`src/rtl/keypad_scanner.sv`:
```
// 4x4 matrix keypad scanner: column strobe, row sync, debounce, key entry shift.
// Optional KEYPAD_CLEAR_EN: accepting key C clears entry instead of shifting.
module keypad_scanner #(
   parameter int unsigned SCAN_DIVIDE    = 100000,
   parameter int unsigned DEBOUNCE_COUNT = 4
) (
   input  logic        clock,
   input  logic        reset,
   input  logic [3:0]  row,
   output logic [3:0]  column,
   output logic        key_valid,
   output logic [3:0]  key_code,
   output logic        key_held,
   output logic [15:0] entry
);

   localparam int unsigned DW =
      (SCAN_DIVIDE > 1) ? $clog2(SCAN_DIVIDE) : 1;
   localparam logic [DW-1:0] DIV_LAST = DW'(SCAN_DIVIDE - 1);
   localparam logic [3:0]    DB_LAST  = 4'(DEBOUNCE_COUNT);

   typedef enum logic [1:0] {
      IDLE,
      DEBOUNCE,
      PRESSED
   } state_t;

   state_t        state_q, state_d;
   logic [3:0]    row_s1_q, srow_q;
   logic [DW-1:0] div_q, div_d;
   logic [1:0]    col_idx_q, col_idx_d;
   logic [1:0]    cand_row_q, cand_row_d;
   logic [3:0]    cnt_q, cnt_d;
   logic [3:0]    column_q, column_d;
   logic          key_valid_q, key_valid_d;
   logic [3:0]    key_code_q, key_code_d;
   logic          key_held_q, key_held_d;
   logic [15:0]   entry_q, entry_d;

   logic          tick;
   logic [1:0]    low_row;
   logic          acc;
   logic [1:0]    acc_row;
   logic [3:0]    acc_code;

   function automatic logic [3:0] key_map(
      input logic [1:0] r,
      input logic [1:0] c
   );
      logic [3:0] k;
      unique case ({r, c})
         4'b0000: k = 4'h1;
         4'b0001: k = 4'h2;
         4'b0010: k = 4'h3;
         4'b0011: k = 4'hA;
         4'b0100: k = 4'h4;
         4'b0101: k = 4'h5;
         4'b0110: k = 4'h6;
         4'b0111: k = 4'hB;
         4'b1000: k = 4'h7;
         4'b1001: k = 4'h8;
         4'b1010: k = 4'h9;
         4'b1011: k = 4'hC;
         4'b1100: k = 4'h0;
         4'b1101: k = 4'hF;
         4'b1110: k = 4'hE;
         4'b1111: k = 4'hD;
      endcase
      return k;
   endfunction

   assign tick = (div_q == DIV_LAST);

   // Several keys in one column: lowest row index wins
   always_comb begin
      low_row = 2'd0;
      if (!srow_q[0])      low_row = 2'd0;
      else if (!srow_q[1]) low_row = 2'd1;
      else if (!srow_q[2]) low_row = 2'd2;
      else if (!srow_q[3]) low_row = 2'd3;
   end

   always_comb begin
      state_d     = state_q;
      div_d       = tick ? '0 : div_q + DW'(1);
      col_idx_d   = col_idx_q;
      cand_row_d  = cand_row_q;
      cnt_d       = cnt_q;
      key_valid_d = 1'b0;
      key_code_d  = key_code_q;
      key_held_d  = key_held_q;
      entry_d     = entry_q;
      acc         = 1'b0;
      acc_row     = cand_row_q;

      unique case (state_q)
         IDLE: begin
            if (tick) begin
               if (srow_q == 4'b1111) begin
                  col_idx_d = col_idx_q + 2'd1;
               end else begin
                  cand_row_d = low_row;
                  acc_row    = low_row;
                  if (DB_LAST == 4'd1) begin
                     acc = 1'b1;
                  end else begin
                     cnt_d   = 4'd1;
                     state_d = DEBOUNCE;
                  end
               end
            end
         end
         DEBOUNCE: begin
            if (tick) begin
               if (!srow_q[cand_row_q]) begin
                  if (cnt_q + 4'd1 == DB_LAST) acc = 1'b1;
                  else cnt_d = cnt_q + 4'd1;
               end else begin
                  state_d   = IDLE;
                  col_idx_d = col_idx_q + 2'd1;
               end
            end
         end
         PRESSED: begin
            if (tick) begin
               if (srow_q[cand_row_q]) begin
                  if (cnt_q + 4'd1 == DB_LAST) begin
                     state_d    = IDLE;
                     key_held_d = 1'b0;
                     cnt_d      = 4'd0;
                     col_idx_d  = col_idx_q + 2'd1;
                  end else begin
                     cnt_d = cnt_q + 4'd1;
                  end
               end else begin
                  cnt_d = 4'd0;
               end
            end
         end
         default: state_d = IDLE;
      endcase

      acc_code = key_map(acc_row, col_idx_q);
      if (acc) begin
         state_d     = PRESSED;
         cnt_d       = 4'd0;
         key_valid_d = 1'b1;
         key_code_d  = acc_code;
         key_held_d  = 1'b1;
`ifdef KEYPAD_CLEAR_EN
         entry_d = (acc_code == 4'hC) ? 16'h0000
                                      : {entry_q[11:0], acc_code};
`else
         entry_d = {entry_q[11:0], acc_code};
`endif
      end

      column_d = ~(4'b0001 << col_idx_d);
   end

   always_ff @(posedge clock) begin
      if (reset) begin
         row_s1_q    <= 4'b1111;
         srow_q      <= 4'b1111;
         state_q     <= IDLE;
         div_q       <= '0;
         col_idx_q   <= 2'd0;
         cand_row_q  <= 2'd0;
         cnt_q       <= 4'd0;
         column_q    <= 4'b1110;
         key_valid_q <= 1'b0;
         key_code_q  <= 4'h0;
         key_held_q  <= 1'b0;
         entry_q     <= 16'h0000;
      end else begin
         row_s1_q    <= row;
         srow_q      <= row_s1_q;
         state_q     <= state_d;
         div_q       <= div_d;
         col_idx_q   <= col_idx_d;
         cand_row_q  <= cand_row_d;
         cnt_q       <= cnt_d;
         column_q    <= column_d;
         key_valid_q <= key_valid_d;
         key_code_q  <= key_code_d;
         key_held_q  <= key_held_d;
         entry_q     <= entry_d;
      end
   end

   assign column    = column_q;
   assign key_valid = key_valid_q;
   assign key_code  = key_code_q;
   assign key_held  = key_held_q;
   assign entry     = entry_q;

endmodule

```
`config.mk`:
```
export PLATFORM = sky130hd
export DESIGN_NAME = keypad_scanner
export DESIGN_NICKNAME = d
export VERILOG_FILES = /design/src/rtl/keypad_scanner.sv
export SDC_FILE = /design/constraint.sdc
export NUM_CORES = 1
export LEC_CHECK = 0
export ABC_AREA = 1
export BUFFER_PORTS_ARGS = -buffer_cell sky130_fd_sc_hd__buf_2
export CAP_MARGIN = 20
export CORE_MARGIN = 5
export CORE_UTILIZATION = 50
export DETAILED_ROUTE_END_ITERATION = 12
export PLACE_DENSITY = 0.7
export SKIP_CTS_REPAIR_TIMING = 1
export SYNTH_ARGS = -nofsm -noshare
export SYNTH_HDL_FRONTEND = slang
export SYNTH_SLANG_ARGS = --single-unit
```
`constraint.sdc`:
```
create_clock -name clock -period 2.2 [get_ports clock]
set_input_delay 0.22 -clock clock [delete_from_list [all_inputs] [get_ports clock]]
set_output_delay 0.22 -clock clock [all_outputs]
set_load 0.05 [all_outputs]
```
Yosys cells after proc, flatten, opt, wreduce, memory -nomap -nowiden. Memories as Yosys holds them, arrays and structs flattened. Cells that the tools add are included.

Flip-flop bits (word level): 61. Latch bits: 0. RAM bits: 0. Memory bits (read-only): 64. Input port bits: 6. Output and inout bits: 26. Word-level logic and storage cells: 98. Memories: 1.

$add $sub $neg: 3. Multiply operators: 0. Divide/modulo/power cells: 0. Order comparisons: 1. Eq/ne operators: 21. Shift operators: 1. Multiplexer cells: 45. Bitwise logic cells: 1. Reductions and logical operators: 12.

Memory list: (name not given) (words 16, bits a word 4, rd ports 1, clocked after Yosys merged registers in 0, write ports 0, line 51) `unique case ({r, c})`.

Operators by type and width (count): 2-bit two-way mux (22); 4-bit two-way mux (8); 3-bit != test (second input constant) (7); 7-bit AND reduction (3); 2-bit != test (second input constant) (9); 17-bit by 1-bit adder with 17-bit output (second input constant) (1); 17-bit equality test (second input constant) (1); 2-bit case mux with 3 select lines (2); 4-bit case mux with 3 select lines (1); 1-bit two-way mux (11); 2-bit nonzero test (4); 4-bit by 1-bit adder with 4-bit output (second input constant) (1); 4-bit by 3-bit equality test with 1-bit output (second input constant) (1); 4-bit equality test (second input constant) (1); 4-bit inverter (1); 4-bit AND reduction (1); 2-bit OR reduction (2); 1-bit by 2-bit left shift with 4-bit output (first input constant) (1); 2-bit by 3-bit < comparator with 1-bit output (second input constant) (1); 3-bit nonzero test (1); 2-bit by 1-bit adder with 2-bit output (second input constant) (1); 1-bit binary-select mux with 2-bit select (1); 2-bit by 1-bit equality test with 1-bit output (second input constant) (1); 2-bit equality test (second input constant) (1); 2-bit zero test (1).

Depth between registers and ports, before layout.
Depth in word-level cells: 8. Mapped depth: 14. Depth with buffers taken out: 13.

Worst setup path after synthesis. Ideal clock, no wire load.

Path type: register to register. From: register cnt_q[0]. To: register cnt_q[1]. Setup time: 122 ps. Arrival time: 1550 ps. Required time: 2078 ps. Path slack: 528 ps. Cell stages (with the launch flop): 13. Path buffers: 1. Period minus slack after synthesis: 1672 ps. Cells stage by stage: dfxtp_1 ha_1 or2_1 nand3_1 nor2_2 inv_2 nor2_2 nand2_2 nand2_1 inv_1 buf_4 o21ai_0 a21oi_1.

Word-level cells in the longest chain between the ends: 7. Elaborated cells on any way between the ends: 16. Classes of those cells: 1 x add/sub; 2 x eq/ne; 11 x mux; 2 x reduce/logical.

RTL lines: start, declared (line 33) `logic [3:0] cnt_q, cnt_d;`; start signal, assigned (line 182) `cnt_q <= cnt_d;`; 4-bit by 1-bit adder with 4-bit output (*); 4-bit by 3-bit equality test with 1-bit output (line 116, 127); 1-bit two-way mux (line 116) `if (cnt_q + 4'd1 == DB_LAST) acc = 1'b1;`; 1-bit two-way mux (line 115) `if (!srow_q[cand_row_q]) begin`; 1-bit two-way mux (line 114) `if (tick) begin`; 1-bit two-way mux (line 96) `unique case (state_q)`; 2-bit OR reduction (no line).

Mark *: on every way between the ends. The rest lies on a longest branch, timed or not. The select of a mux whose other input is x is not followed. A chain may end at the register's enable or synchronous reset.

Final worst setup path.
From: register cnt_q[0]. To: register key_code_q[2], in the netlist key_code[2].

Word-level cells in the longest chain between the ends: 6.

RTL lines: 4-bit by 1-bit adder with 4-bit output (line 116); 4-bit by 3-bit equality test with 1-bit output (line 116); 1-bit two-way mux (line 116); 1-bit two-way mux (line 115); 1-bit two-way mux (line 114); 1-bit two-way mux (line 96); end signal, assigned (line 185) `key_code_q <= key_code_d;`; end, declared (line 36) `logic [3:0] key_code_q, key_code_d;`.

Every way passes these cells.

==> metrics list <==
* Endpoints failing hold: 0
* Worst hold slack: 0.07180 ns
- Wire length of the first global-routing pass: 10,230 µm
- The mapped netlist covers 2970 µm².
- In this run the power density over the cells is 621.9 nW/µm².
- Port buffering added 31 buffers.
- Clk root buf: sky130_fd_sc_hd__clkbuf_8
- Setup repair after global routing left no endpoint under its margin.
* Maximum buffer depth of the clock tree: 2
- Final weighted congestion in routability-driven placement: 0.8699
- Detail Placement HPWL: 4448 µm
- Measured against its own limit, the worst slew margin works out to 76.18%.
- Mean post-synth cell area: 7.334 µm²
- The clock period could shrink to 1.923 ns.
- Share of power burned in combinational logic: 2.8%
* Floorplan row count: 28
- In this run the biggest area consumer among cell types represents 38.42% of the synthesized area.
- Max Clock Freq: 520.0 MHz
- CP endpoint kind: register
- Layout cell share with drive strength beyond 1: 22.70%
* Biggest area consumer among synthesized cells: sky130_fd_sc_hd__dfxtp_1
- Data on the critical path arrives at its endpoint at 2.20 ns.
* Busiest layer in global routing: met2
- DRC violation total after the first TritonRoute iteration: 126
* Crit path cell chain: ha_1 > or2_1 > nand3_1 > nor2_2 > inv_2 > nor2_2 > nand2_2 > nor2_8 > inv_2 > a21oi_1 > nand2_1 > nand2_1
- Counting distinct cell types in the post-synthesis netlist gives 38.
- The share of total power dissipated in sequential elements is 50.0%.
- DR vias/cell: 4.958
- Total iterations of the first detailed-routing run: 4
* Number of global-route vias before repair: 2,436
* Synth Register Bits: 57
* Reg clk slew, reported paths: 0.06 ns
- The core region is 5851 µm².
* Diodes inserted: 0
- TritonCTS Buffers: 9
* Die footprint: 7582 µm²
* Layout Area Growth over Synthesis: 13.73%
- In this run the worst path has a maximum fanout of 12.
* M1 GR Usage: 21.05%
* Layout Cells excl Fill: 520
* Share of the clock period used by the worst path: 87.42%
- Summed over all cells, the static leakage comes to 1.520 nW.
- The number of placed instances, taps included, is 504.
- Adding up every negative setup slack in the final design gives 0 ns.
- Routed wire per std cell: 11.11 µm
- Required time at the worst-slack endpoint: 2.48 ns
- The die is 87.08 µm wide.
- Largest cells by area after synthesis: sky130_fd_sc_hd__dfxtp_1 38%, sky130_fd_sc_hd__nand2_1 11%, sky130_fd_sc_hd__inv_1 6.1%
- Yosys printed 0 warnings.
- The internal power of the cells totals 1.680 mW.
- The count of nets left with antenna violations once routing finished came out at 0.
* Clock network power share: 47.2%
* Post-synth top cells: 91 x sky130_fd_sc_hd__nand2_1, 57 x sky130_fd_sc_hd__dfxtp_1, 48 x sky130_fd_sc_hd__inv_1
- Routed WL: 5778 µm
- Initial standard-cell utilization of the core: 50.77%
- The slowest stage of the critical path is the sky130_fd_sc_hd__dfxtp_1 cell.
- Across the routed clock network, the largest skew measured is 0.01369 ns.
* Placement Cell Area: 3171 µm²
- Height of the chip: 87.08 µm
- For met3 alone, demand over resource in global routing was 5.393%.
- Clock latency on the worst-skew pair, taken at its later pin, is 0.33 ns.
- Global routing used 16.88% of the available tracks across all layers.
- Counting both buffers and inverters, the worst setup path holds a total of 2.
- Sw Pwr: 421.2 µW
- Nets@finish: 457
* Share of total power consumed by net switching: 20.05%
* Sinks on Clock Net: 57
- Critical Setup Path Class: reg -> reg
- Async set-or-reset flop fraction in the synthesized netlist: 0%
- Entering global routing, the biggest net connects 17 pins.
- Most frequently used cell type in the post-synthesis netlist: sky130_fd_sc_hd__nand2_1
- The routed layout has 2,578 vias.
- Finished Core Util: 57.74%
- The share of the Yosys chip area taken by registers is 38.42%.
* Max-cap check violation count: 0
- Post-route cell area: 3378 µm²
- 32 I/O pins were placed.
* Number of instances in the synthesized netlist: 405
- Count of unresolved DRC violations after routing: 0
* Max incr delay on CP: 0.42 ns
* Net count after synthesis: 422
- Number of max-slew violations in the final report: 0
- Largest voltage drop on the vdd net: 0.3870 mV
- Global routing consumed, on the met2 layer, 26.98% of the routing resources.
- On the critical path the largest part of the delay comes from simple AND/OR/NAND/NOR gates.
- TritonCTS built the clock tree.
* Most used DFF post-synth: sky130_fd_sc_hd__dfxtp_1
- STA classifies the critical path startpoint as a register.
* Min-Delay Path Class: in -> reg
* Run status: finished clean
- Setup violations remaining at the end of the flow were counted as 0.
* Initial antenna violation count: 0
- Congestion Overflow GR: 0
* Actual transition at the worst max-transition pin: 0.3540 ns
* Number of enable flip-flop cells after synthesis: 0
* Maximum level of the CTS H-tree: 3
[metrics by stage]
stage	setup WS [ns]	power [mW]
floorplan	0.5284	1.113
global placement	0.3435	1.130
detailed placement	0.2970	1.132
CTS	0.2768	2.135
global route	0.04090	2.199
finish	0.2768	2.101
[state kept, by name (all words and copies together), names as in the netlist]
name,count
cnt_q,4
key_code,3
key_valid,1
srow_q,4
row_s1_q,4
div_q,17
cand_row_q,2
key_held,1
column,4
state_q,2
col_idx_q,2
entry,13
[cells in the final DEF (no fill, tap or decap)]
cell	instances
sky130_fd_sc_hd__nand2_1	91
sky130_fd_sc_hd__dfxtp_1	57
sky130_fd_sc_hd__inv_1	48
sky130_fd_sc_hd__nor2_1	42
sky130_fd_sc_hd__nand3_1	35
sky130_fd_sc_hd__buf_2	31
sky130_fd_sc_hd__a21oi_1	12
sky130_fd_sc_hd__o21ai_0	12
sky130_fd_sc_hd__clkbuf_8	12
sky130_fd_sc_hd__ha_1	11
sky130_fd_sc_hd__or2_2	10
sky130_fd_sc_hd__nand2_2	9
sky130_fd_sc_hd__inv_2	8
sky130_fd_sc_hd__nand4_1	7
sky130_fd_sc_hd__nor3_1	6
sky130_fd_sc_hd__nor2_2	5
sky130_fd_sc_hd__o22ai_2	5
sky130_fd_sc_hd__buf_4	5
sky130_fd_sc_hd__nor2_4	4
sky130_fd_sc_hd__xor2_1	4
sky130_fd_sc_hd__o21ai_2	4
sky130_fd_sc_hd__nand3_4	3
sky130_fd_sc_hd__o21ai_1	3
sky130_fd_sc_hd__clkinv_2	2
sky130_fd_sc_hd__nand3b_1	2
sky130_fd_sc_hd__nor4_1	2
sky130_fd_sc_hd__o21a_1	2
sky130_fd_sc_hd__clkbuf_1	2
sky130_fd_sc_hd__nand3_2	1
sky130_fd_sc_hd__clkinv_1	1
sky130_fd_sc_hd__xnor2_1	1
sky130_fd_sc_hd__nor3b_1	1
sky130_fd_sc_hd__or2_1	1
sky130_fd_sc_hd__a31oi_1	1
sky130_fd_sc_hd__and3_1	1
sky130_fd_sc_hd__nor2_8	1
sky130_fd_sc_hd__a221oi_1	1
sky130_fd_sc_hd__o22ai_1	1
sky130_fd_sc_hd__bufinv_16	1
[kinds of logic (layout without fill, tap and decap cells)]
kind of cell             after synthesis  after routing  synth area share [%]
AND/OR/NAND/NOR                      221            221                 36.14
buffers and inverters                 70            110                 10.28
flip-flops                            57             57                 38.42
AO/OA/AOI/OAI                         41             41                 9.057
adder cells (fa/ha/maj)               11             11                 4.633
XOR/XNOR                               5              5                 1.474
[final timing paths]
kind,cells past startpoint,endpoint,start,slack (ns)
min,2,row_s1_q[0],row[0],0.07
max reg2reg,12,key_code[2],cnt_q[0],0.28
min reg2reg,1,srow_q[0],row_s1_q[0],0.41
max,12,key_code[2],cnt_q[0],0.28
[power by group through the flow]
| stage | Sequential, mW | Clock, mW | Combinational [mW] |
|---|---|---|---|
| floorplan | 1.07 | 0 | 0.0420 |
| global placement | 1.07 | 0 | 0.0587 |
| detailed placement | 1.07 | 0 | 0.0596 |
| CTS | 1.05 | 1.03 | 0.0598 |
| global route | 1.05 | 1.08 | 0.0677 |
| finish | 1.05 | 0.992 | 0.0590 |
[worst reg2reg max path, delay by kind of cell, from the launching register on]
family / cells / cell delay, ns
AO/OA/AOI/OAI: 1 / 0.14
adder cells (fa/ha/maj): 1 / 0.20
buffers and inverters: 2 / 0.23
flip-flops: 1 / 0.42
AND/OR/NAND/NOR: 8 / 0.89
[per-layer routing]
metal | wire length (µm) | share of wire, %
met1 | 2746 | 48
met2 | 2647 | 46
met3 | 264 | 4.6
met4 | 119 | 2.1
met5 | 0 | 0
[layout make-up]
| class | instances | area [µm²] |
|---|---|---|
| clock inverters | 2 | 35.03 |
| fillers | 551 | 2472 |
| well taps | 75 | 93.84 |
| repair buffers | 36 | 192.7 |
| clock buffers | 14 | 172.7 |
| multi-input cells | 278 | 1524 |
| flip-flops and latches | 57 | 1141 |
| inverters | 58 | 219.0 |
(Power assumes the default switching activity.)
